$ cat src/rtl/t2mi_timestamp_tx.sv
// T2-MI timestamp packet (type 0x20) transmitter.
// Latches time fields on start and streams 16 bytes with backpressure.
module t2mi_timestamp_tx #(
    parameter logic [7:0]  SYNC_BYTE   = 8'h47,
    parameter logic [7:0]  PACKET_TYPE = 8'h20,
    parameter logic [15:0] PAYLOAD_LEN = 16'h000C,
    parameter int          GAP_CYCLES  = 1
) (
    input  logic        clk_100mhz,
    input  logic        rst,
    input  logic        start,
    input  logic [39:0] seconds,
    input  logic [31:0] subseconds,
    input  logic [12:0] utc_offset,
    input  logic [3:0]  bandwidth,
    input  logic        out_ready,
    output logic        t2mi_valid,
    output logic [7:0]  t2mi_data,
    output logic        t2mi_sync,
    output logic        busy,
    output logic        done,
    output logic        start_dropped,
    output logic [15:0] pkt_count
);

    typedef enum logic [1:0] {
        IDLE = 2'd0,
        SYNC = 2'd1,
        DATA = 2'd2,
        GAP  = 2'd3
    } state_t;

    localparam logic [3:0] GAP_LAST =
        (GAP_CYCLES > 0) ? 4'(GAP_CYCLES - 1) : 4'd0;

    state_t      state_q, state_d;
    logic [3:0]  idx_q, idx_d;
    logic [3:0]  gap_q, gap_d;
    logic [39:0] sec_q;
    logic [31:0] sub_q;
    logic [12:0] utc_q;
    logic [3:0]  bw_q;

    logic        latch_en;
    logic        done_d;
    logic        drop_d;
    logic [15:0] cnt_d;
    logic [7:0]  byte_d;

    always_comb begin
        state_d  = state_q;
        idx_d    = idx_q;
        gap_d    = gap_q;
        latch_en = 1'b0;
        done_d   = 1'b0;
        cnt_d    = pkt_count;
        drop_d   = start && (state_q != IDLE);
        unique case (state_q)
            IDLE: begin
                if (start) begin
                    latch_en = 1'b1;
                    state_d  = SYNC;
                end
            end
            SYNC: begin
                state_d = DATA;
                idx_d   = 4'd0;
            end
            DATA: begin
                if (t2mi_valid && out_ready) begin
                    if (idx_q == 4'd15) begin
                        done_d  = 1'b1;
                        cnt_d   = pkt_count + 16'd1;
                        idx_d   = 4'd0;
                        gap_d   = 4'd0;
                        state_d = (GAP_CYCLES > 0) ? GAP : IDLE;
                    end else begin
                        idx_d = idx_q + 4'd1;
                    end
                end
            end
            GAP: begin
                if (gap_q == GAP_LAST) state_d = IDLE;
                else gap_d = gap_q + 4'd1;
            end
            default: state_d = IDLE;
        endcase
    end

    // Byte for the next cycle; byte 0 is constant so the fields latched
    // on the IDLE->SYNC edge are always settled before they are needed.
    always_comb begin
        byte_d = 8'h00;
        case (idx_d)
            4'd0:    byte_d = SYNC_BYTE;
            4'd1:    byte_d = PACKET_TYPE;
            4'd2:    byte_d = PAYLOAD_LEN[15:8];
            4'd3:    byte_d = PAYLOAD_LEN[7:0];
            4'd4:    byte_d = {4'h0, bw_q};
            4'd5:    byte_d = {3'b000, utc_q[12:8]};
            4'd6:    byte_d = utc_q[7:0];
            4'd7:    byte_d = sec_q[39:32];
            4'd8:    byte_d = sec_q[31:24];
            4'd9:    byte_d = sec_q[23:16];
            4'd10:   byte_d = sec_q[15:8];
            4'd11:   byte_d = sec_q[7:0];
            4'd12:   byte_d = sub_q[31:24];
            4'd13:   byte_d = sub_q[23:16];
            4'd14:   byte_d = sub_q[15:8];
            default: byte_d = sub_q[7:0];
        endcase
    end

    always_ff @(posedge clk_100mhz or posedge rst) begin
        if (rst) begin
            state_q <= IDLE;
            idx_q   <= 4'd0;
            gap_q   <= 4'd0;
        end else begin
            state_q <= state_d;
            idx_q   <= idx_d;
            gap_q   <= gap_d;
        end
    end

    always_ff @(posedge clk_100mhz or posedge rst) begin
        if (rst) begin
            sec_q <= '0;
            sub_q <= '0;
            utc_q <= '0;
            bw_q  <= '0;
        end else if (latch_en) begin
            sec_q <= seconds;
            sub_q <= subseconds;
            utc_q <= utc_offset;
            bw_q  <= bandwidth;
        end
    end

    always_ff @(posedge clk_100mhz or posedge rst) begin
        if (rst) begin
            t2mi_valid    <= 1'b0;
            t2mi_data     <= 8'h00;
            t2mi_sync     <= 1'b0;
            busy          <= 1'b0;
            done          <= 1'b0;
            start_dropped <= 1'b0;
            pkt_count     <= 16'd0;
        end else begin
            t2mi_valid    <= (state_d == DATA);
            t2mi_data     <= (state_d == DATA) ? byte_d : 8'h00;
            t2mi_sync     <= (state_d == SYNC);
            busy          <= (state_d != IDLE);
            done          <= done_d;
            start_dropped <= drop_d;
            pkt_count     <= cnt_d;
        end
    end

endmodule

$ cat config.mk
export PLATFORM = sky130hd
export DESIGN_NAME = t2mi_timestamp_tx
export DESIGN_NICKNAME = d
export VERILOG_FILES = /design/src/rtl/t2mi_timestamp_tx.sv
export SDC_FILE = /design/constraint.sdc
export NUM_CORES = 1
export LEC_CHECK = 0
export CORE_ASPECT_RATIO = 1.5
export CORE_UTILIZATION = 52
export DETAILED_ROUTE_END_ITERATION = 10
export GPL_TIMING_DRIVEN = 1
export HOLD_SLACK_MARGIN = 0.02
export PLACE_DENSITY = 0.91
export SLEW_MARGIN = 20
export SYNTH_ARGS = -nofsm -noshare
export SYNTH_HDL_FRONTEND = slang
export SYNTH_SLANG_ARGS = --single-unit
$ cat constraint.sdc
create_clock -name clk_100mhz -period 5.4 [get_ports clk_100mhz]
set_clock_uncertainty 0.1 [all_clocks]
set_input_delay 0.54 -clock clk_100mhz [delete_from_list [all_inputs] [get_ports clk_100mhz]]
set_output_delay 0.54 -clock clk_100mhz [all_outputs]
set_load 0.005 [all_outputs]
==> results.rst, run 1 <==
.. list-table::
   :header-rows: 1

   * - Metric
     - Value
   * - Power density of the placed cells
     - 477 mW/mm^2
   * - Result of the run
     - finished, violations left
   * - CTS tree
     - done
   * - Hold Path Class
     - register to register
   * - Number of buffers inserted during clock tree synthesis
     - 17
   * - Syn Area/Cell
     - 11.7 um^2
   * - Leading area contributor after synthesis
     - sky130_fd_sc_hd__dfrtp_1
   * - Maximum number of pins on one net before global-route repair
     - 94
   * - DRC errors left
     - 1
   * - Setup_tns
     - 0 ns
   * - Final-layout worst hold slack
     - 0.390 ns
   * - Synth top area share
     - 53.2%
   * - Final critical-path setup slack
     - 1.65 ns
   * - Chip height
     - 134 um
   * - Most frequent cells in the layout
     - sky130_fd_sc_hd__dfrtp_1, sky130_fd_sc_hd__clkdlybuf4s50_1, sky130_fd_sc_hd__mux2_2
   * - Last weighted congestion value of the routability-driven placer
     - 0.857
   * - WL final
     - 15500 um
   * - Final-stage net count
     - 726
   * - Async SR Flop Fraction
     - 100%
   * - Most frequent standard cell in the layout excluding fill and tap cells
     - sky130_fd_sc_hd__dfrtp_1
   * - Die Footprint
     - 0.0120 mm^2
   * - Mapped Nets
     - 613
   * - Number of hold violations in the final report
     - 0
   * - Crit Path Max Fanout
     - 25
   * - ANT cells
     - 0
   * - Crit Path Category
     - register to register
   * - Count of cells resized by post-cts repair
     - 0
   * - Fillers
     - 740
   * - Antenna Violating Nets Remaining
     - 0
   * - Critical path arrival
     - 3.94 ns
   * - Clock tree buffer depth
     - 2
   * - HPWL Detailed
     - 10700 um
   * - Time the final worst path needs with I/O delays and setup
     - 3.75 ns
   * - Unrepaired setup endpoints after global routing
     - false
   * - Fraction of layout cells with a size suffix above 1
     - 21.5%
   * - Area growth from synthesis to final layout
     - 31.6%
   * - First-pass GRT wire length
     - 25400 um
   * - Worst R2R Setup Slack
     - 1.65 ns
   * - Slew margin rel.
     - 39.7%
   * - Total design power
     - 0.00378 W
   * - Top-level I/O count
     - 122
   * - Horiz. Die Dim
     - 89.8 um
   * - Register share of total power
     - 42.6%
   * - Pins over their slew limit
     - 0
   * - Main synth FF type
     - sky130_fd_sc_hd__dfrtp_1
   * - Logic pwr share
     - 25.1%
   * - Static Leak
     - 3.35 nW
   * - Number of hold-repair buffers added at the cts stage
     - 0
   * - Initial drt markers
     - 477
   * - Distinct cells, synth
     - 58
   * - Cell area after technology mapping
     - 0.00602 mm^2
   * - TritonCTS Sinks
     - 128
   * - Initial core utilization
     - 53.8%
   * - DR WL/cell
     - 19.8 um
   * - Met3 demand-to-capacity share in global routing
     - 6.22%
   * - Sequential cell area fraction in the yosys report
     - 53.2%
   * - Number of global-route vias before repair
     - 5007
   * - Post-CTS Setup Inserts
     - 0
   * - Clock-pin slew on the worst setup and hold paths
     - 0.06 ns
   * - Violated checks
     - design-rule violations
   * - Iteration count of the initial detailed-routing pass
     - 8
   * - Floorplan Core Area
     - 0.0112 mm^2
   * - Number of buffers inserted by port buffering
     - 121
   * - Initial antenna violation count
     - 0
   * - Pre-CTS setup slack
     - 1.71 ns
   * - Clk root buf
     - sky130_fd_sc_hd__clkbuf_16
   * - Final setup vio count
     - 0
   * - Total congestion overflow after global routing
     - 0
   * - Final period util
     - 69.4%
   * - Vias
     - 4758
   * - Switching Fraction
     - 29.1%
   * - Number of cell rows
     - 47
   * - Warnings, synthesis
     - 0
   * - Reported max-cap violation count
     - 0
   * - Source-to-sink clock delay at the later pin of the worst-skew pair
     - 0.41 ns
   * - Synth top area cells
     - sky130_fd_sc_hd__dfrtp_1, sky130_fd_sc_hd__mux2_2, sky130_fd_sc_hd__nand2_1
   * - Maximum level of the CTS H-tree
     - 4
   * - Number of instances in the synthesized netlist
     - 512
   * - Worst-Margin Slew
     - 0.904 ns
   * - Most used routing layer
     - met2
   * - Worst Path Required
     - 5.60 ns
   * - Clock network fraction of design power
     - 32.3%
   * - Post-synth EDFFs
     - 0
   * - Power spent charging and discharging nets
     - 0.00110 W
   * - Total Routing Usage GR
     - 27.8%
   * - Max IR drop VDD
     - 0.000307 V
   * - Upper clock frequency limit
     - 267 MHz
   * - Number of vias per cell
     - 6.06
   * - Type of destination of the critical path
     - register
   * - Met1 track demand over resource
     - 30.0%
   * - Global Route met2 Usage
     - 50.0%
   * - FF+latch count, synth
     - 128
   * - Total internal power
     - 0.00268 W
   * - Kind of launch point of the worst setup path
     - register
flip-flops by register name, indices dropped and copies added (netlist names), 2 cells and up:
| signal | flops |
|---|---|
| bw_q | 4 |
| gap_q | 4 |
| idx_q | 4 |
| pkt_count | 16 |
| sec_q | 40 |
| state_q | 2 |
| sub_q | 32 |
| t2mi_data | 8 |
| utc_q | 13 |
critical path, cell delays in order, from the launching register on:
cell,delay (ns)
sky130_fd_sc_hd__dfrtp_1,0.43
sky130_fd_sc_hd__inv_1,0.09
sky130_fd_sc_hd__ha_1,0.37
sky130_fd_sc_hd__a21boi_0,0.23
sky130_fd_sc_hd__o21ai_0,0.26
sky130_fd_sc_hd__and2_1,0.67
sky130_fd_sc_hd__inv_1,0.57
sky130_fd_sc_hd__o31ai_1,0.36
sky130_fd_sc_hd__nor3_1,0.08
sky130_fd_sc_hd__o221a_1,0.24
sky130_fd_sc_hd__o31a_1,0.23
worst paths after layout:
kind                               startpoint       endpoint  cells after the start
worst max-delay path               state_q[0]   t2mi_data[6]                     10
worst min-delay path            pkt_count[15]  pkt_count[15]                      1
worst max register to register     state_q[0]   t2mi_data[6]                     10
worst min register to register  pkt_count[15]  pkt_count[15]                      1
max in group asynchronous                 rst      sec_q[26]                      3
min in group asynchronous                 rst   pkt_count[6]                      2
Yosys cell counts, types with 9 or more instances:
| master | n |
|---|---|
| sky130_fd_sc_hd__a21oi_1 | 24 |
| sky130_fd_sc_hd__buf_2 | 11 |
| sky130_fd_sc_hd__dfrtp_1 | 128 |
| sky130_fd_sc_hd__inv_1 | 12 |
| sky130_fd_sc_hd__mux2_2 | 90 |
| sky130_fd_sc_hd__mux2i_1 | 13 |
| sky130_fd_sc_hd__nand2_1 | 41 |
| sky130_fd_sc_hd__nand3_1 | 28 |
| sky130_fd_sc_hd__nand4_1 | 9 |
| sky130_fd_sc_hd__nor2_1 | 13 |
| sky130_fd_sc_hd__nor3_1 | 10 |
| sky130_fd_sc_hd__o21ai_0 | 18 |
| sky130_fd_sc_hd__xnor2_1 | 11 |
final cells by class:
class	count	area [um^2]	share of cell area, %
repair buffers	123	1230	15.5
clock inverters	13	184	2.32
multi-input cells	340	2600	32.9
well taps	147	184	2.32
inverters	15	66.3	0.837
flip-flops and latches	128	3200	40.4
clock buffers	19	453	5.72
power by group through the flow:
stage,sequential (W),combinational (W),clock [W]
floorplan,0.00148,0.000689,0
global placement,0.00159,0.000888,0
detailed placement,0.00161,0.000934,0
CTS,0.00160,0.000954,0.00123
global route,0.00163,0.00103,0.00128
finish,0.00161,0.000947,0.00122
layer usage:
metal | routed length, um | vias to the layer above | part of all wire (%)
met5 | 0 | - | 0
met1 | 5550 | 2338 | 36
met4 | 801 | 0 | 5.2
met3 | 849 | 63 | 5.5
met2 | 8330 | 255 | 54
li1 | - | 2102 | -
kinds of logic (layout without fill, tap and decap cells):
kind of cell    Yosys count  after routing  share of synthesized area, %
simple gates            125            125                          10.1
flops                   128            128                          53.2
compound gates           88             88                          9.78
mux                     104            104                          19.3
xor+xnor                 15             15                          2.18
fa+ha+maj                 8              8                          1.66
buf+inv                  44            170                          3.76
per-stage QoR:
step / std cells / cell area [um^2] / utilization, %
final: 785 / 7920 / 70.9
after global routing: 785 / 7920 / 70.9
after CTS: 785 / 7910 / 70.8
after detailed placement: 753 / 7270 / 65.1
after global placement: 753 / 7270 / 65.1
after floorplan: 512 / 6020 / -
No activity file was read; power rests on OpenSTA's default activity.
==> run 2: changes to the inputs <==
--- a/config.mk
+++ b/config.mk
@@ -6,11 +6,11 @@
 export NUM_CORES = 1
 export LEC_CHECK = 0
 export CORE_ASPECT_RATIO = 1.5
-export CORE_UTILIZATION = 52
+export CORE_UTILIZATION = 47
 export DETAILED_ROUTE_END_ITERATION = 10
 export GPL_TIMING_DRIVEN = 1
 export HOLD_SLACK_MARGIN = 0.02
-export PLACE_DENSITY = 0.91
+export PLACE_DENSITY = 0.87
 export SLEW_MARGIN = 20
 export SYNTH_ARGS = -nofsm -noshare
 export SYNTH_HDL_FRONTEND = slang
==> constraint.sdc (replaced) <==
create_clock -name clk_100mhz -period 3 [get_ports clk_100mhz]
set_clock_uncertainty 0.1 [all_clocks]
set_input_delay 0.3 -clock clk_100mhz [delete_from_list [all_inputs] [get_ports clk_100mhz]]
set_output_delay 0.3 -clock clk_100mhz [all_outputs]
set_load 0.005 [all_outputs]
==> results.rst, run 2 (synthesis results as in run 1) <==
.. list-table::
   :header-rows: 1

   * - Metric
     - Value
   * - Initial antenna violation count
     - 0 (unchanged)
   * - Vias
     - 4688 (-1.5%)
   * - Result of the run
     - complete, no violations
   * - Worst R2R End
     - t2mi_data[2]
   * - Die Footprint
     - 0.0133 mm^2 (+10%)
   * - Max IR drop VDD
     - 0.000495 V (+61%)
   * - Chip height
     - 141 um (+5.1%)
   * - DRC errors left
     - 0 (-1)
   * - Global Route met2 Usage
     - 43.2% (-6.9 points)
   * - Critical path arrival
     - 3.07 ns (-0.87 ns)
   * - Initial drt markers
     - 434 (-9.0%)
   * - Critical register-to-register path startpoint
     - state_q[0]
   * - Reg with most FFs
     - sec_q
   * - Met1 track demand over resource
     - 27.9% (-2.0 points)
   * - Source-to-sink clock delay at the later pin of the worst-skew pair
     - 0.41 ns (about the same)
   * - Pins over their slew limit
     - 0 (unchanged)
   * - WL final
     - 15400 um (-0.73%)
   * - Largest registers
     - sec_q (40), sub_q (32), pkt_count (16)
   * - Static Leak
     - 3.40 nW (+1.3%)
   * - Worst-Margin Slew
     - 0.702 ns (-0.202 ns)
   * - Most used routing layer
     - met2
   * - Hold Path Class
     - input port to asynchronous set/reset pin
   * - Setup_tns
     - 0 ns (unchanged)
   * - Worst R2R Setup Slack
     - 0.16 ns (-1.49 ns)
   * - Reg2Reg Depth
     - 11 (+1)
   * - Horiz. Die Dim
     - 94.4 um (+5.1%)
   * - Final setup vio count
     - 0 (unchanged)
   * - Flip-flop count of the largest register, all copies and words added
     - 40 (unchanged)
   * - Clk root buf
     - sky130_fd_sc_hd__clkbuf_16
   * - Unrepaired setup endpoints after global routing
     - false
   * - Met3 demand-to-capacity share in global routing
     - 5.37% (-0.85 points)
   * - Iteration count of the initial detailed-routing pass
     - 6 (-2)
   * - Number of cell rows
     - 50 (+6.4%)
   * - Most frequent standard cell in the layout excluding fill and tap cells
     - sky130_fd_sc_hd__dfrtp_1
   * - Worst Path Required
     - 3.23 ns (-2.37 ns)
   * - Number of global-route vias before repair
     - 4728 (-5.6%)
   * - Last weighted congestion value of the routability-driven placer
     - 0.917 (+7.0%)
   * - Kind of launch point of the worst setup path
     - register
   * - First-pass GRT wire length
     - 24300 um (-4.4%)
   * - TritonCTS Sinks
     - 128 (unchanged)
   * - Final period util
     - 94.6% (+25 points)
   * - Reported max-cap violation count
     - 0 (unchanged)
   * - Post-layout util
     - 64.1% (-6.8 points)
   * - Most frequent cells in the layout
     - sky130_fd_sc_hd__dfrtp_1, sky130_fd_sc_hd__clkdlybuf4s50_1, sky130_fd_sc_hd__mux2_2
   * - Maximum number of pins on one net before global-route repair
     - 90 (-4.3%)
   * - CTS tree
     - done
   * - Clock tree buffer depth
     - 2 (unchanged)
   * - Final-stage net count
     - 738 (+1.7%)
   * - Power density of the placed cells
     - 826 mW/mm^2 (+73%)
   * - Floorplan Core Area
     - 0.0124 mm^2 (+11%)
   * - Maximum level of the CTS H-tree
     - 4 (unchanged)
   * - Number of vias per cell
     - 5.82 (-4.0%)
   * - Number of buffers inserted during clock tree synthesis
     - 17 (unchanged)
   * - Crit Path Max Fanout
     - 23 (-8.0%)
   * - Initial core utilization
     - 48.3% (-5.5 points)
   * - Top-level I/O count
     - 122 (unchanged)
   * - Antenna Violating Nets Remaining
     - 0 (unchanged)
   * - HPWL Detailed
     - 10900 um (+1.5%)
   * - Number of hold violations in the final report
     - 0 (unchanged)
   * - Clock-pin slew on the worst setup and hold paths
     - 0.06 ns (about the same)
   * - Fraction of layout cells with a size suffix above 1
     - 23.4% (+1.9 points)
   * - ANT cells
     - 0 (unchanged)
   * - Upper clock frequency limit
     - 352 MHz (+32%)
   * - Slew margin rel.
     - 53.1% (+13 points)
   * - Area growth from synthesis to final layout
     - 32.6%
   * - Crit Path Category
     - register to register
   * - Total congestion overflow after global routing
     - 0 (unchanged)
   * - Total Routing Usage GR
     - 24.5% (-3.3 points)
   * - DR WL/cell
     - 19.1 um (-3.3%)
   * - Time the final worst path needs with I/O delays and setup
     - 2.84 ns (-0.910 ns)
   * - Type of destination of the critical path
     - register
   * - Number of buffers inserted by port buffering
     - 121 (unchanged)
run 2: cell types whose count changed in the layout (fill, tap and decap cells not counted), moves of 2 or more:
cell	change
sky130_fd_sc_hd__clkbuf_8	+2
sky130_fd_sc_hd__clkinv_2	+2
sky130_fd_sc_hd__bufinv_16	-3
sky130_fd_sc_hd__clkbuf_1	+2
sky130_fd_sc_hd__inv_6	-3
sky130_fd_sc_hd__buf_12	+2
sky130_fd_sc_hd__buf_4	+9
run 2: area by class of cell:
cell class                 count  area (um^2)
timing repair buffer         134         1330
tap                          156          195
timing repair inverter         1         5.00
clock buffer                  23          488
inverter                      15         65.1
multi-input combinational    340         2610
fill                         911         4470
clock inverter                 9         82.6
sequential                   128         3200
run 2: layer usage:
layer / part of all wire (%) / routed length, um
met3: 6.0 / 922
met5: 0 / 0
met1: 36 / 5620
met4: 3.2 / 486
met2: 54 / 8390
run 2: how the worst max path moves through the flow:
| stage | startpoint | to | slack, ns | cells after the start |
|---|---|---|---|---|
| final | state_q[0] | t2mi_data[2] | 0.16 | 11 |
| after global placement | state_q[0] | t2mi_data[3] | 0.27 | 11 |
| after CTS | state_q[0] | t2mi_data[7] | 0.10 | 10 |
| after global routing | state_q[0] | t2mi_data[7] | 0.009 | 10 |
| after floorplan | state_q[0] | t2mi_data[6] | 0.55 | 13 |
| after detailed placement | state_q[0] | t2mi_data[7] | 0.13 | 10 |
run 2: timing repair:
action | 4_1_cts | 5_1_grt
hold buffers | 0 | 0
setup buffers | 0 | 1
setup endpoints to repair | 0 | 8
resized for setup | 0 | 6
run 2: per-stage QoR:
step / area (um^2) / total power [W] / cells / worst slack (ns) / hold slack, ns
after floorplan: 6020 / 0.00390 / 512 / 0.552 / 0.338
after global placement: 7380 / 0.00450 / 772 / 0.268 / 0.362
after detailed placement: 7380 / 0.00460 / 772 / 0.134 / 0.382
after CTS: 7950 / 0.00657 / 804 / 0.104 / 0.265
after global routing: 7980 / 0.00687 / 806 / 0.00925 / 0.304
final: 7980 / 0.00659 / 806 / 0.161 / 0.250
run 2: report_power, final:
part / switching [W] / total (W) / internal, W
Clock: 0.000732 / 0.00195 / 0.00122
Combinational: 0.000724 / 0.00174 / 0.00102
Sequential: 0.000484 / 0.00289 / 0.00241
run 2: critical path: stages, from the launching register on:
cell	delay [ns]
sky130_fd_sc_hd__dfrtp_1	0.43
sky130_fd_sc_hd__inv_1	0.09
sky130_fd_sc_hd__ha_1	0.37
sky130_fd_sc_hd__inv_1	0.10
sky130_fd_sc_hd__a222oi_1	0.35
sky130_fd_sc_hd__buf_4	0.18
sky130_fd_sc_hd__or2_4	0.15
sky130_fd_sc_hd__buf_4	0.27
sky130_fd_sc_hd__nand2_1	0.13
sky130_fd_sc_hd__o21ai_0	0.29
sky130_fd_sc_hd__o22ai_1	0.13
sky130_fd_sc_hd__a21oi_1	0.15
==> run 3: changes to the inputs <==
--- a/config.mk
+++ b/config.mk
@@ -8,6 +8,7 @@
 export CORE_ASPECT_RATIO = 1.5
 export CORE_UTILIZATION = 47
 export DETAILED_ROUTE_END_ITERATION = 10
+export GPL_ROUTABILITY_DRIVEN = 0
 export GPL_TIMING_DRIVEN = 1
 export HOLD_SLACK_MARGIN = 0.02
 export PLACE_DENSITY = 0.87
==> results.rst, run 3 (synthesis results as in run 1) <==
.. list-table::
   :header-rows: 1

   * - Metric
     - Value
   * - Result of the run
     - complete, no violations
   * - Total design power
     - 0.00673 W (+2.1%)
   * - Total internal power
     - 0.00475 W (+2.0%)
   * - Chip height
     - 141 um (unchanged)
   * - Slew margin rel.
     - 61.0% (+8.0 points)
   * - Layout Cell Area excl Fill
     - 0.00801 mm^2 (+0.36%)
   * - Number of vias per cell
     - 5.90 (+1.4%)
   * - Largest registers
     - sec_q (40), sub_q (32), pkt_count (16)
   * - Worst R2R End
     - t2mi_data[4]
   * - Clock tree buffer depth
     - 2 (unchanged)
   * - Number of buffers inserted by port buffering
     - 121 (unchanged)
   * - Most frequent cells in the layout
     - sky130_fd_sc_hd__dfrtp_1, sky130_fd_sc_hd__clkdlybuf4s50_1, sky130_fd_sc_hd__mux2_2
   * - Clock-pin slew on the worst setup and hold paths
     - 0.06 ns (about the same)
   * - Area occupied by multi-input gates
     - 0.00260 mm^2 (-0.29%)
   * - Area growth from synthesis to final layout
     - 33.1%
   * - DR WL/cell
     - 19.5 um (+2.0%)
   * - Vias
     - 4729 (+0.87%)
   * - Final period util
     - 93.9% (-0.72 points)
   * - Area taken by flip-flops and latches
     - 0.00320 mm^2 (unchanged)
   * - Maximum number of pins on one net before global-route repair
     - 90 (unchanged)
   * - Initial drt markers
     - 460 (+6.0%)
   * - Source-to-sink clock delay at the later pin of the worst-skew pair
     - 0.41 ns (about the same)
   * - Most frequent standard cell in the layout excluding fill and tap cells
     - sky130_fd_sc_hd__dfrtp_1
   * - ANT cells
     - 0 (unchanged)
   * - Reg2Reg Depth
     - 10 (-1)
   * - Die Footprint
     - 0.0133 mm^2 (unchanged)
   * - Crit Path Category
     - register to register
   * - Number of cell rows
     - 50 (unchanged)
   * - Clk root buf
     - sky130_fd_sc_hd__clkbuf_16
   * - Logic pwr share
     - 26.0% (-0.5 points)
   * - Upper clock frequency limit
     - 355 MHz (+0.76%)
   * - Kind of launch point of the worst setup path
     - register
   * - Total congestion overflow after global routing
     - 0 (unchanged)
   * - Flip-flop count of the largest register, all copies and words added
     - 40 (unchanged)
   * - Static Leak
     - 3.40 nW (about the same)
   * - Final-layout worst hold slack
     - 0.221 ns (-0.0286 ns)
   * - Pins over their slew limit
     - 0 (unchanged)
   * - Number of buffers inserted during clock tree synthesis
     - 17 (unchanged)
   * - Worst Path Required
     - 3.19 ns (-0.04 ns)
   * - Floorplan Core Area
     - 0.0124 mm^2 (unchanged)
   * - Register share of total power
     - 43.3% (-0.6 points)
   * - Crit Path Max Fanout
     - 23 (unchanged)
   * - Antenna Violating Nets Remaining
     - 0 (unchanged)
   * - Final-stage net count
     - 734 (-0.54%)
   * - First-pass GRT wire length
     - 25100 um (+3.3%)
   * - Critical register-to-register path startpoint
     - state_q[0]
   * - Time the final worst path needs with I/O delays and setup
     - 2.82 ns (-0.0215 ns)
   * - Horiz. Die Dim
     - 94.4 um (unchanged)
   * - Max IR drop VDD
     - 0.000528 V (+6.7%)
   * - Critical path arrival
     - 3.01 ns (-0.06 ns)
   * - Switching Fraction
     - 29.5% (+0.061 points)
   * - Power density of the placed cells
     - 841 mW/mm^2 (+1.8%)
   * - Top-level I/O count
     - 122 (unchanged)
   * - Total Routing Usage GR
     - 25.3% (+0.82 points)
   * - Number of hold violations in the final report
     - 0 (unchanged)
   * - Reported max-cap violation count
     - 0 (unchanged)
   * - Number of hold-repair buffers added at the cts stage
     - 0 (unchanged)
   * - Fraction of layout cells with a size suffix above 1
     - 22.9% (-0.47 points)
   * - Final setup vio count
     - 0 (unchanged)
   * - Type of destination of the critical path
     - register
   * - Unrepaired setup endpoints after global routing
     - false
   * - Initial core utilization
     - 48.3% (unchanged)
   * - Placed instance area
     - 0.00739 mm^2 (+0.14%)
   * - WL final
     - 15700 um (+1.5%)
   * - Clock network fraction of design power
     - 30.8% (+1.1 points)
   * - Setup_tns
     - 0 ns (unchanged)
   * - Power spent charging and discharging nets
     - 0.00198 W (+2.3%)
   * - DRC errors left
     - 0 (unchanged)
   * - Worst-Margin Slew
     - 0.583 ns (-0.119 ns)
   * - Worst R2R Setup Slack
     - 0.18 ns (+0.02 ns)
   * - Hold Path Class
     - input port to asynchronous set/reset pin
   * - CTS tree
     - done
   * - Maximum level of the CTS H-tree
     - 4 (unchanged)
   * - HPWL Detailed
     - 11100 um (+1.6%)
   * - Fillers
     - 916 (+0.55%)
   * - Number of global-route vias before repair
     - 4838 (+2.3%)
   * - Reg with most FFs
     - sec_q
   * - TritonCTS Sinks
     - 128 (unchanged)
   * - Iteration count of the initial detailed-routing pass
     - 5 (-1)
   * - Initial antenna violation count
     - 0 (unchanged)
## run 3: cell types whose count changed in the layout (fill, tap and decap cells not counted), moves of 2 or more
| cell | before | now |
|---|---|---|
| sky130_fd_sc_hd__buf_4 | 11 | 5 |
| sky130_fd_sc_hd__bufinv_16 | 1 | 3 |
| sky130_fd_sc_hd__clkbuf_1 | 2 | 0 |
| sky130_fd_sc_hd__clkbuf_8 | 4 | 1 |
| sky130_fd_sc_hd__inv_6 | 0 | 2 |
| sky130_fd_sc_hd__buf_12 | 2 | 4 |
## run 3: worst max-delay path by stage
stage | start | end | slack (ns) | depth (start not counted)
floorplan | state_q[0] | t2mi_data[6] | 0.55 | 13
global placement | out_ready | t2mi_data[6] | 0.30 | 9
detailed placement | state_q[0] | t2mi_data[2] | 0.19 | 10
CTS | state_q[0] | t2mi_data[1] | 0.14 | 11
global route | state_q[0] | t2mi_data[1] | 0.004 | 10
finish | state_q[0] | t2mi_data[4] | 0.18 | 10
## run 3: worst max-delay path: stages (launching register included)
cell                       delay (ns)
sky130_fd_sc_hd__dfrtp_1         0.45
sky130_fd_sc_hd__inv_1           0.10
sky130_fd_sc_hd__ha_1            0.38
sky130_fd_sc_hd__inv_1           0.09
sky130_fd_sc_hd__a222oi_1        0.43
sky130_fd_sc_hd__or2_1           0.25
sky130_fd_sc_hd__buf_4           0.29
sky130_fd_sc_hd__a31oi_1         0.09
sky130_fd_sc_hd__a31oi_1         0.16
sky130_fd_sc_hd__o32ai_1         0.11
sky130_fd_sc_hd__o221a_2         0.25
## run 3: final cells by class
type                            count  area share (%)
Clock buffer                       18            5.49
Timing Repair Buffer              131            16.7
Multi-Input combinational cell    340            32.4
Inverter                           15           0.844
Tap cell                          156            2.44
Clock inverter                     14            2.05
Sequential cell                   128            40.0
## run 3: power groups by stage
stage,Combinational (W),Sequential (W),Clock [W]
CTS,0.00175,0.00289,0.00209
global placement,0.00163,0.00287,0
global route,0.00188,0.00296,0.00217
finish,0.00175,0.00291,0.00207
floorplan,0.00124,0.00266,0
detailed placement,0.00171,0.00290,0
## run 3: through the flow
| step | worst slack [ns] | cells | util [%] |
|---|---|---|---|
| final | 0.182 | 802 | 64.3 |
| after global placement | 0.295 | 770 | 59.4 |
| after global routing | 0.00380 | 802 | 64.3 |
| after CTS | 0.136 | 802 | 64.2 |
| after detailed placement | 0.186 | 770 | 59.4 |
| after floorplan | 0.552 | 512 | - |
## run 3: layer usage
layer | track usage, % | vias to the layer above | wire [um]
met1 | 28.7 | 2307 | 5660
met3 | 4.72 | 69 | 798
met4 | 14.8 | 0 | 888
met5 | 0 | - | 0
met2 | 43.6 | 252 | 8310
li1 | - | 2101 | -
## run 3: what timing repair did
item,4_1_cts,5_1_grt
setup buffers,0,0
resized for setup,0,7
setup endpoints to repair,0,8
